File: src/rtl/mdio_pkg.sv
// MDIO Clause-22 PHY responder: shared states, opcodes and field sizes.
// Build option: MDIO_PREAMBLE_SUPPRESS_EN (see mdio_phy_responder).
package mdio_pkg;

  localparam int ADDR_W   = 5;
  localparam int DATA_W   = 16;
  localparam int OP_W     = 2;
  localparam int PRE_LEN  = 32;
  localparam int SKIP_LEN = 18;

  localparam logic [OP_W-1:0] OP_RD  = 2'b10;
  localparam logic [OP_W-1:0] OP_WR  = 2'b01;
  localparam logic [1:0]      ST_PAT = 2'b01;

  localparam logic [ADDR_W-1:0] REG_CTRL = 5'd0;
  localparam logic [ADDR_W-1:0] REG_ID1  = 5'd2;
  localparam logic [ADDR_W-1:0] REG_ID2  = 5'd3;

  typedef enum logic [3:0] {
    IDLE,
    ST,
    OP,
    PHYAD,
    REGAD,
    TA,
    DATA_RD,
    DATA_WR,
    SKIP
  } state_t;

endpackage

File: src/rtl/mdio_sync_edge.sv
// MDC/MDIO 2-flop synchronisers and one-CLK MDC rising-edge pulse.
// MDIO is delayed alongside MDC so both are sampled at the same instant.
module mdio_sync_edge (
  input  logic clk,
  input  logic reset,
  input  logic mdc,
  input  logic mdio_line,
  output logic mdc_rise,
  output logic mdio_bit
);

  logic [2:0] mdc_q;
  logic [1:0] mdio_q;

  always_ff @(posedge clk) begin
    if (reset) begin
      mdc_q  <= '0;
      mdio_q <= '0;
    end else begin
      mdc_q  <= {mdc_q[1:0], mdc};
      mdio_q <= {mdio_q[0], mdio_line};
    end
  end

  assign mdc_rise = mdc_q[1] & ~mdc_q[2];
  assign mdio_bit = mdio_q[1];

endmodule

File: src/rtl/mdio_phy_responder.sv
// Clause-22 MDIO PHY responder with a 32x16 register file.
// MDIO_PREAMBLE_SUPPRESS_EN: accept ST after a single preamble one.
module mdio_phy_responder
  import mdio_pkg::*;
#(
  parameter logic [ADDR_W-1:0] PHY_ADDR = 5'd0,
  parameter logic [DATA_W-1:0] PHY_ID1  = 16'h0141,
  parameter logic [DATA_W-1:0] PHY_ID2  = 16'h0CC2
) (
  input  logic              CLK,
  input  logic              RESET,
  input  logic              MDC,
  input  logic              MDIO_I,
  output logic              MDIO_O,
  output logic              MDIO_T,
  output logic              reg_wr_valid,
  output logic [ADDR_W-1:0] reg_wr_addr,
  output logic [DATA_W-1:0] reg_wr_data
);

  state_t              state;
  logic [5:0]          pre_cnt;
  logic [4:0]          bit_cnt;
  logic [OP_W-1:0]     op;
  logic [ADDR_W-1:0]   phy_sh;
  logic [ADDR_W-1:0]   reg_sh;
  logic [DATA_W-1:0]   data_sh;
  logic [DATA_W-1:0]   regs [32];
  logic                mdc_rise;
  logic                bit_in;
  logic                pre_ok;
  logic [ADDR_W-1:0]   regad;
  logic [DATA_W-1:0]   rd_word;
  logic [DATA_W-1:0]   wr_word;
  logic [OP_W-1:0]     op_full;

  mdio_sync_edge u_sync (
    .clk       (CLK),
    .reset     (RESET),
    .mdc       (MDC),
    .mdio_line (MDIO_I),
    .mdc_rise  (mdc_rise),
    .mdio_bit  (bit_in)
  );

`ifdef MDIO_PREAMBLE_SUPPRESS_EN
  assign pre_ok = (pre_cnt != 6'd0);
`else
  assign pre_ok = (pre_cnt == 6'(PRE_LEN));
`endif

  assign regad   = {reg_sh[3:0], bit_in};
  assign wr_word = {data_sh[14:0], bit_in};
  assign op_full = {op[0], bit_in};

  always_comb begin
    rd_word = regs[regad];
    unique case (1'b1)
      regad == REG_ID1: rd_word = PHY_ID1;
      regad == REG_ID2: rd_word = PHY_ID2;
      default: ;
    endcase
  end

  always_ff @(posedge CLK) begin
    reg_wr_valid <= 1'b0;
    if (RESET) begin
      state        <= IDLE;
      pre_cnt      <= '0;
      bit_cnt      <= '0;
      op           <= '0;
      phy_sh       <= '0;
      reg_sh       <= '0;
      data_sh      <= '0;
      MDIO_T       <= 1'b1;
      MDIO_O       <= 1'b0;
      reg_wr_addr  <= '0;
      reg_wr_data  <= '0;
      for (int i = 0; i < 32; i++) regs[i] <= '0;
    end else if (mdc_rise) begin
      unique case (state)
        IDLE: begin
          if (bit_in) begin
            if (pre_cnt != 6'(PRE_LEN)) pre_cnt <= pre_cnt + 6'd1;
          end else begin
            if (pre_ok) state <= ST;
            pre_cnt <= '0;
          end
        end
        ST: begin
          state   <= (bit_in == ST_PAT[0]) ? OP : IDLE;
          bit_cnt <= '0;
        end
        OP: begin
          op      <= op_full;
          bit_cnt <= bit_cnt + 5'd1;
          if (bit_cnt == 5'd1) begin
            bit_cnt <= '0;
            if (op_full == OP_RD || op_full == OP_WR) state <= PHYAD;
            else state <= SKIP;
          end
        end
        PHYAD: begin
          phy_sh  <= {phy_sh[3:0], bit_in};
          bit_cnt <= bit_cnt + 5'd1;
          if (bit_cnt == 5'd4) begin
            bit_cnt <= '0;
            state   <= REGAD;
          end
        end
        REGAD: begin
          reg_sh  <= regad;
          bit_cnt <= bit_cnt + 5'd1;
          if (bit_cnt == 5'd4) begin
            bit_cnt <= '0;
            // snapshot now so a concurrent write cannot alter the reply
            data_sh <= rd_word;
            state   <= (phy_sh == PHY_ADDR) ? TA : SKIP;
          end
        end
        TA: begin
          bit_cnt <= bit_cnt + 5'd1;
          if (bit_cnt == 5'd0) begin
            if (op == OP_RD) begin
              MDIO_T <= 1'b0;
              MDIO_O <= 1'b0;
            end
          end else begin
            bit_cnt <= '0;
            if (op == OP_RD) begin
              MDIO_O  <= data_sh[15];
              data_sh <= {data_sh[14:0], 1'b0};
              state   <= DATA_RD;
            end else begin
              state   <= DATA_WR;
            end
          end
        end
        DATA_RD: begin
          bit_cnt <= bit_cnt + 5'd1;
          if (bit_cnt == 5'd15) begin
            MDIO_T <= 1'b1;
            MDIO_O <= 1'b0;
            state  <= IDLE;
          end else begin
            MDIO_O  <= data_sh[15];
            data_sh <= {data_sh[14:0], 1'b0};
          end
        end
        DATA_WR: begin
          data_sh <= wr_word;
          bit_cnt <= bit_cnt + 5'd1;
          if (bit_cnt == 5'd15) begin
            reg_wr_valid <= 1'b1;
            reg_wr_addr  <= reg_sh;
            reg_wr_data  <= wr_word;
            state        <= IDLE;
            if (reg_sh == REG_CTRL)
              regs[reg_sh] <= {1'b0, wr_word[14:0]};
            else if (reg_sh != REG_ID1 && reg_sh != REG_ID2)
              regs[reg_sh] <= wr_word;
          end
        end
        SKIP: begin
          bit_cnt <= bit_cnt + 5'd1;
          if (bit_cnt == 5'(SKIP_LEN - 1)) begin
            bit_cnt <= '0;
            state   <= IDLE;
          end
        end
        default: state <= IDLE;
      endcase
    end
  end

endmodule

File: config.mk
export PLATFORM = sky130hd
export DESIGN_NAME = mdio_phy_responder
export DESIGN_NICKNAME = d
export VERILOG_FILES = /design/src/rtl/mdio_pkg.sv /design/src/rtl/mdio_sync_edge.sv /design/src/rtl/mdio_phy_responder.sv
export SDC_FILE = /design/constraint.sdc
export NUM_CORES = 1
export LEC_CHECK = 0
export BUFFER_PORTS_ARGS = -buffer_cell sky130_fd_sc_hd__buf_2
export CAP_MARGIN = 15
export CORE_MARGIN = 3
export CORE_UTILIZATION = 40
export CTS_BUF_LIST = sky130_fd_sc_hd__clkbuf_8
export CTS_CLUSTER_DIAMETER = 120
export DETAILED_ROUTE_END_ITERATION = 6
export GPL_ROUTABILITY_DRIVEN = 0
export PLACE_DENSITY = 0.59
export SLEW_MARGIN = 20
export SYNTH_ARGS = -nofsm -noshare
export SYNTH_HDL_FRONTEND = slang
export SYNTH_SLANG_ARGS = --single-unit
File: constraint.sdc
create_clock -name CLK -period 5.8 [get_ports CLK]
set_clock_uncertainty 0.2 [all_clocks]
set_input_delay 0.87 -clock CLK [delete_from_list [all_inputs] [get_ports CLK]]
set_output_delay 0.87 -clock CLK [all_outputs]
set_load 0.005 [all_outputs]
==> flow_summary.json, run 1 <==
{
  "vias_per_cell": 5.59,
  "syn2layout_area_growth_pct": 10.7,
  "drc": 0,
  "final_antenna_net_count": 0,
  "max_cap_viol_count": 0,
  "start_util_pct": 40.8,
  "ios": 28,
  "dieHeight_um": 263,
  "routed_wl_mm": 71.0,
  "clkTransAtPathRegs_ns": 0.06,
  "die_area_mm2": 0.0693,
  "rows": 93,
  "p_per_area_mw_per_mm2": 289,
  "syn_area_per_cell_um2": 13.7,
  "synth_top_flop_cell": "edfxtp_1",
  "clkLatencyLatePin_ns": 0.70,
  "cp.required_ns": 6.07,
  "synth.distinct_cells": 64,
  "finalMaxSlewViolations": 0,
  "syn_area_mm2": 0.0265,
  "finalHoldViolCount": 0,
  "async_flop_share_pct": 0,
  "setup_violations": 0,
  "min_from": "MDIO_I",
  "postCtsSetupBuffers": 0,
  "r2r-start": "u_sync.mdc_q[1]",
  "cp_max_fo": 25,
  "first_pass_iters": 5,
  "layout_worst_path_cycle_share_pct": 73.3,
  "antenna_found_initial": 5,
  "cts_resized": 0,
  "grt_pass1_wl_mm": 106,
  "grt_pass1_vias": 16200,
  "core_area_mm2": 0.0649,
  "critPathMaxStageDelay_ns": 0.88,
  "die_w_um": 263,
  "crit_family": "simple AND/OR/NAND/NOR gates",
  "cp-end-kind": "register",
  "start_kind": "register",
  "slew_headroom_pct": 22.6,
  "ys_seq_area_share_pct": 63.0,
  "nets": 1966,
  "hp-class": "in2reg",
  "worstPathCellList": "nor2b_1 > nand3b_1 > nor2_1 > nand3_1 > nor4_1",
  "post_dp_cell_area_mm2": 0.0275,
  "synthCells": 1929,
  "slowest_stage": "nand3_1",
  "htreeDepth": 3,
  "post-dp-hpwl_mm": 42.6,
  "power_leakage_nw": 9.93,
  "via_count": 16200,
  "drtIter0Drc": 1728,
  "final_common_cell": "edfxtp_1",
  "p_total_w": 0.00847,
  "synth-seq-cells": 579,
  "worstMarginPinSlew_ns": 1.16,
  "ys_warn_count": 0,
  "setup_tns_ns": 0,
  "peakVddDrop_v": 0.000172,
  "hold_buffers": 0,
  "place_ws_ns": 1.60,
  "fmaxAchievable_mhz": 235,
  "fin_ws_ns": 1.55,
  "design_area_mm2": 0.0293,
  "worstSetupPathType": "reg2reg",
  "arrival_ns": 4.53,
  "layout_common_cells": "507 x edfxtp_1, 430 x and2_1, 118 x mux4_2",
  "rsz0062_at_grt": "no",
  "cts_sinks": 579,
  "grt_usage_pct": 20.4,
  "wl_per_cell_um": 24.5,
  "gr-total-overflow": 0,
  "drive_gt1_share_pct": 18.3,
  "cts_buffers": 97,
  "clock-root-buffer": "clkbuf_8",
  "clock_path_buffers": 3,
  "cp-startpoint": "u_sync.mdc_q[1]",
  "outcome": "complete, no violations",
  "period_minus_slack_ns": 4.25,
  "r2r_slack_ns": 1.55,
  "synth_edf_count": 507,
  "crit_buf_inv": 0,
  "cts_tree": "built",
  "portBuffers": 27,
  "grt_max_degree": 52,
  "holdWs_ns": 0.185
}
-- final timing paths --
kind | to | depth (start not counted)
worst max-delay path | regs[26][15] | 5
worst max register to register | regs[26][15] | 5
worst min register to register | u_sync.mdio_q[1] | 1
worst min-delay path | u_sync.mdio_q[0] | 2
-- metal layers --
| layer | vias up | GRT usage [%] | share of wire [%] |
|---|---|---|---|
| li1 | 7167 | - | - |
| met5 | - | 0 | 0 |
| met4 | 0 | 7.72 | 3.4 |
| met1 | 8193 | 27.6 | 41 |
| met2 | 687 | 32.2 | 47 |
| met3 | 149 | 4.85 | 8.0 |
-- flip-flops by register name, summed over array words and instances, names as in the netlist --
| signal | count |
|---|---|
| MDIO_O | 1 |
| MDIO_T | 1 |
| bit_cnt | 5 |
| data_sh | 16 |
| op | 2 |
| phy_sh | 5 |
| pre_cnt | 6 |
| reg_sh | 5 |
| reg_wr_addr | 5 |
| reg_wr_data | 16 |
| reg_wr_valid | 1 |
| regs | 507 |
| state | 4 |
| u_sync.mdc_q | 3 |
| u_sync.mdio_q | 2 |
-- metrics by stage --
stage / utilization [%] / std cells
2_1_floorplan: - / 1956
5_1_grt: 45.1 / 2895
3_5_place_dp: 42.4 / 2712
6_report: 45.1 / 2896
4_1_cts: 45.1 / 2894
3_3_place_gp: 42.4 / 2712
-- report_power, final --
group	switching [W]	internal, W	total, W	leakage [nW]
logic	0.000203	0.000131	0.000334	3.42
registers	0.0000563	0.00470	0.00476	5.45
clock network	0.00167	0.00170	0.00338	1.05
-- worst reg2reg max path, stage by stage, from the launching register on --
cell      delay (ns)
dfxtp_1         0.33
nor2b_1         0.79
nand3b_1        0.80
nor2_1          0.54
nand3_1         0.88
nor4_1          0.51
-- cells in the mapped netlist (4+ instances only) --
| cell type | instances | area [um^2] |
|---|---|---|
| a211o_1 | 7 | 61.3 |
| a211oi_1 | 4 | 30.0 |
| a21oi_1 | 48 | 240 |
| a22oi_1 | 8 | 60.1 |
| a31oi_1 | 11 | 68.8 |
| and2_1 | 430 | 2690 |
| buf_1 | 13 | 48.8 |
| buf_2 | 21 | 105 |
| buf_4 | 8 | 60.1 |
| clkbuf_1 | 138 | 518 |
| dfxtp_1 | 72 | 1440 |
| edfxtp_1 | 507 | 15200 |
| ha_1 | 6 | 75.1 |
| inv_1 | 14 | 52.6 |
| mux2_2 | 10 | 113 |
| mux2i_1 | 42 | 420 |
| mux4_2 | 118 | 2660 |
| nand2_1 | 77 | 289 |
| nand2b_1 | 9 | 56.3 |
| nand3_1 | 35 | 175 |
| nand4_1 | 8 | 50.1 |
| nor2_1 | 65 | 244 |
| nor2b_1 | 31 | 194 |
| nor3_1 | 61 | 305 |
| nor4_1 | 25 | 156 |
| nor4bb_1 | 4 | 40.0 |
| o211ai_1 | 8 | 60.1 |
| o21ai_0 | 41 | 205 |
| o22ai_1 | 18 | 113 |
| o41ai_1 | 5 | 43.8 |
| or2_2 | 17 | 106 |
| or3_1 | 8 | 50.1 |
| xor2_1 | 5 | 43.8 |
-- layout make-up --
cell class	instances	area, um^2
Tap cell	855	1070
Multi-Input combinational cell	1182	9130
Clock inverter	81	397
Sequential cell	579	16700
Fill cell	5816	35600
Clock buffer	101	1390
Inverter	14	52.6
Timing Repair Buffer	82	576
Antenna cell	2	5.00
-- kinds of logic after synthesis --
kind of cell,after synthesis,synth area share [%]
and+or+nand+nor,790,17.1
DFF,579,63.0
buffers and inverters,195,3.01
AOI/OAI and AO/OA,182,4.39
muxes,170,12.1
adders and majority gates,6,0.284
xor gates and xnor gates,6,0.199
other,1,0.0142
(Power assumes the default switching activity.)
==> inputs of run 2 (changes only) <==
--- a/config.mk
+++ b/config.mk
@@ -13,7 +13,7 @@
 export CTS_CLUSTER_DIAMETER = 120
 export DETAILED_ROUTE_END_ITERATION = 6
 export GPL_ROUTABILITY_DRIVEN = 0
-export PLACE_DENSITY = 0.59
+export PLACE_DENSITY = 0.61
 export SLEW_MARGIN = 20
 export SYNTH_ARGS = -nofsm -noshare
 export SYNTH_HDL_FRONTEND = slang
==> constraint.sdc (replaced) <==
create_clock -name CLK -period 3.4 [get_ports CLK]
set_clock_uncertainty 0.2 [all_clocks]
set_input_delay 0.51 -clock CLK [delete_from_list [all_inputs] [get_ports CLK]]
set_output_delay 0.51 -clock CLK [all_outputs]
set_load 0.005 [all_outputs]
==> run 2 against run 1 <==
Clock power increased by 78%. Setup slack got worse by 1.4 ns. Utilization increased by 0.90 points. Critical path type unchanged. Largest power group unchanged.
==> flow_summary.json, run 2 (synthesized netlist as in run 1, its figures left out) <==
{
  "period_minus_slack_ns": 3.28,
  "grt_pass1_wl_mm": 106,
  "regMostFlops": "regs",
  "largest_reg_flops": 507,
  "finalMaxSlewViolations": 0,
  "slowest_stage": "o21ai_1",
  "switching_share_pct": 22.4,
  "r2r-end": "regs[17][6]",
  "syn2layout_area_growth_pct": 12.9,
  "crit_buf_inv": 1,
  "r2r_slack_ns": 0.12,
  "critPathMaxStageDelay_ns": 0.56,
  "slew_headroom_pct": 26.3,
  "drive_gt1_share_pct": 20.8,
  "dieHeight_um": 263,
  "final_common_cell": "edfxtp_1",
  "cell_internal_pwr_w": 0.0114,
  "antenna_found_initial": 3,
  "grt_max_degree": 71,
  "critical_path.endpoint": "regs[17][6]",
  "r2r-start": "bit_cnt[0]",
  "worstPathCellList": "ha_1 > and3_1 > ha_1 > nand3_1 > nor3b_4 > nand2_1 > o21ai_1 > buf_4",
  "cp-startpoint": "bit_cnt[0]",
  "final_antenna_net_count": 0,
  "fmaxAchievable_mhz": 305,
  "layout_common_cells": "507 x edfxtp_1, 430 x and2_1, 118 x mux4_2",
  "outcome": "complete, no violations",
  "arrival_ns": 3.46,
  "rows": 93,
  "cp.depth": 8,
  "first_pass_iters": 5,
  "drc": 0,
  "die_area_mm2": 0.0693,
  "cts_tree": "built",
  "portBuffers": 27,
  "clock-root-buffer": "clkbuf_8",
  "cp-end-kind": "register",
  "pwr-share-clk_pct": 40.8,
  "clkLatencyLatePin_ns": 0.69,
  "clock_path_buffers": 3,
  "rsz0062_at_grt": "no",
  "reg_top3": "regs (507), data_sh (16), reg_wr_data (16)",
  "ios": 28,
  "cts_buffers": 97,
  "cp_max_fo": 7,
  "max_cap_viol_count": 0,
  "final_util_pct": 46.0,
  "die_w_um": 263,
  "p_sw_w": 0.00329,
  "power_leakage_nw": 10.3,
  "cts_sinks": 579,
  "finalHoldViolCount": 0,
  "cpMostUsedCell": "ha_1",
  "post_dp_cell_area_mm2": 0.0280,
  "reg2reg_depth": 8,
  "seq_power_share_pct": 55.2,
  "grt_usage_pct": 20.3,
  "worstSetupPathType": "reg2reg",
  "holdWs_ns": 0.0947,
  "start_kind": "register",
  "hp-class": "in2reg",
  "p_total_w": 0.0147,
  "setup_violations": 0,
  "post-dp-hpwl_mm": 45.1,
  "via_count": 16400,
  "pwr-share-comb_pct": 4.0,
  "routed_wl_mm": 70.3,
  "peakVddDrop_v": 0.000238,
  "core_area_mm2": 0.0649,
  "drtIter0Drc": 1905,
  "crit_family": "simple AND/OR/NAND/NOR gates",
  "vias_per_cell": 5.54,
  "design_area_mm2": 0.0299,
  "nets": 2033,
  "p_per_area_mw_per_mm2": 492,
  "worstMarginPinSlew_ns": 1.10,
  "cp.required_ns": 3.58,
  "clkTransAtPathRegs_ns": 0.06,
  "wl_per_cell_um": 23.8,
  "gr-total-overflow": 0,
  "grt_pass1_vias": 16400,
  "start_util_pct": 40.8,
  "htreeDepth": 3,
  "layout_worst_path_cycle_share_pct": 96.5
}
run 2: cell types whose count changed in the layout (fill, tap and decap cells not counted), sizes merged, moves of 2 or more:
cell,previous run,this run
buf,82,147
clkinv,35,33
clkbuf,101,103
dlygate4sd3,0,2
inv,55,43
bufinv,2,5
run 2: layout make-up:
class | count | area (um^2)
flip-flops and latches | 579 | 16700
multi-input cells | 1182 | 9130
repair buffers | 149 | 1120
diodes | 1 | 2.50
inverters | 14 | 52.6
clock inverters | 69 | 420
fillers | 5770 | 35000
well taps | 855 | 1070
clock buffers | 103 | 1420
run 2: metal layers:
| layer | vias to the layer above | track usage (%) | wire length (um) |
|---|---|---|---|
| met5 | - | 0 | 0 |
| met4 | 0 | 7.00 | 2310 |
| met3 | 138 | 4.29 | 5590 |
| met1 | 8248 | 28.5 | 29900 |
| li1 | 7288 | - | - |
| met2 | 694 | 31.4 | 32500 |
run 2: power groups by stage:
stage               Sequential (W)  Clock [W]  Combinational [W]
CTS                        0.00812    0.00613           0.000589
global placement           0.00825          0           0.000578
floorplan                  0.00821          0           0.000384
global route               0.00814    0.00644           0.000623
detailed placement         0.00826          0           0.000584
finish                     0.00812    0.00601           0.000587
run 2: what timing repair did:
| item | CTS | global route |
|---|---|---|
| hold endpoints to repair | 2 | 0 |
| setup endpoints to repair | 0 | 153 |
| resized for setup | 0 | 7 |
| hold buffers | 2 | 0 |
| buffers inserted | 0 | 2 |
run 2: worst register-to-register path, stage by stage (launching register included):
cell	delay [ns]
dfxtp_1	0.40
ha_1	0.20
and3_1	0.18
ha_1	0.17
nand3_1	0.16
nor3b_4	0.45
nand2_1	0.38
o21ai_1	0.56
buf_4	0.27
run 2: how the worst min path moves through the flow:
stage | startpoint | to | depth (start not counted)
after floorplan | u_sync.mdc_q[0] | u_sync.mdc_q[1] | 1
after global placement | u_sync.mdio_q[0] | u_sync.mdio_q[1] | 1
after detailed placement | u_sync.mdc_q[0] | u_sync.mdc_q[1] | 1
after CTS | RESET | u_sync.mdio_q[0] | 2
after global routing | RESET | u_sync.mdio_q[0] | 2
final | RESET | u_sync.mdio_q[0] | 2
run 2: per-stage QoR:
step,instances,setup slack (ns),setup TNS (ns)
floorplan,1956,-0.286,-11.93
global placement,2775,0.145,0
detailed placement,2775,0.0903,0
CTS,2949,0.0665,0
global route,2952,0.0175,0
finish,2952,0.120,0
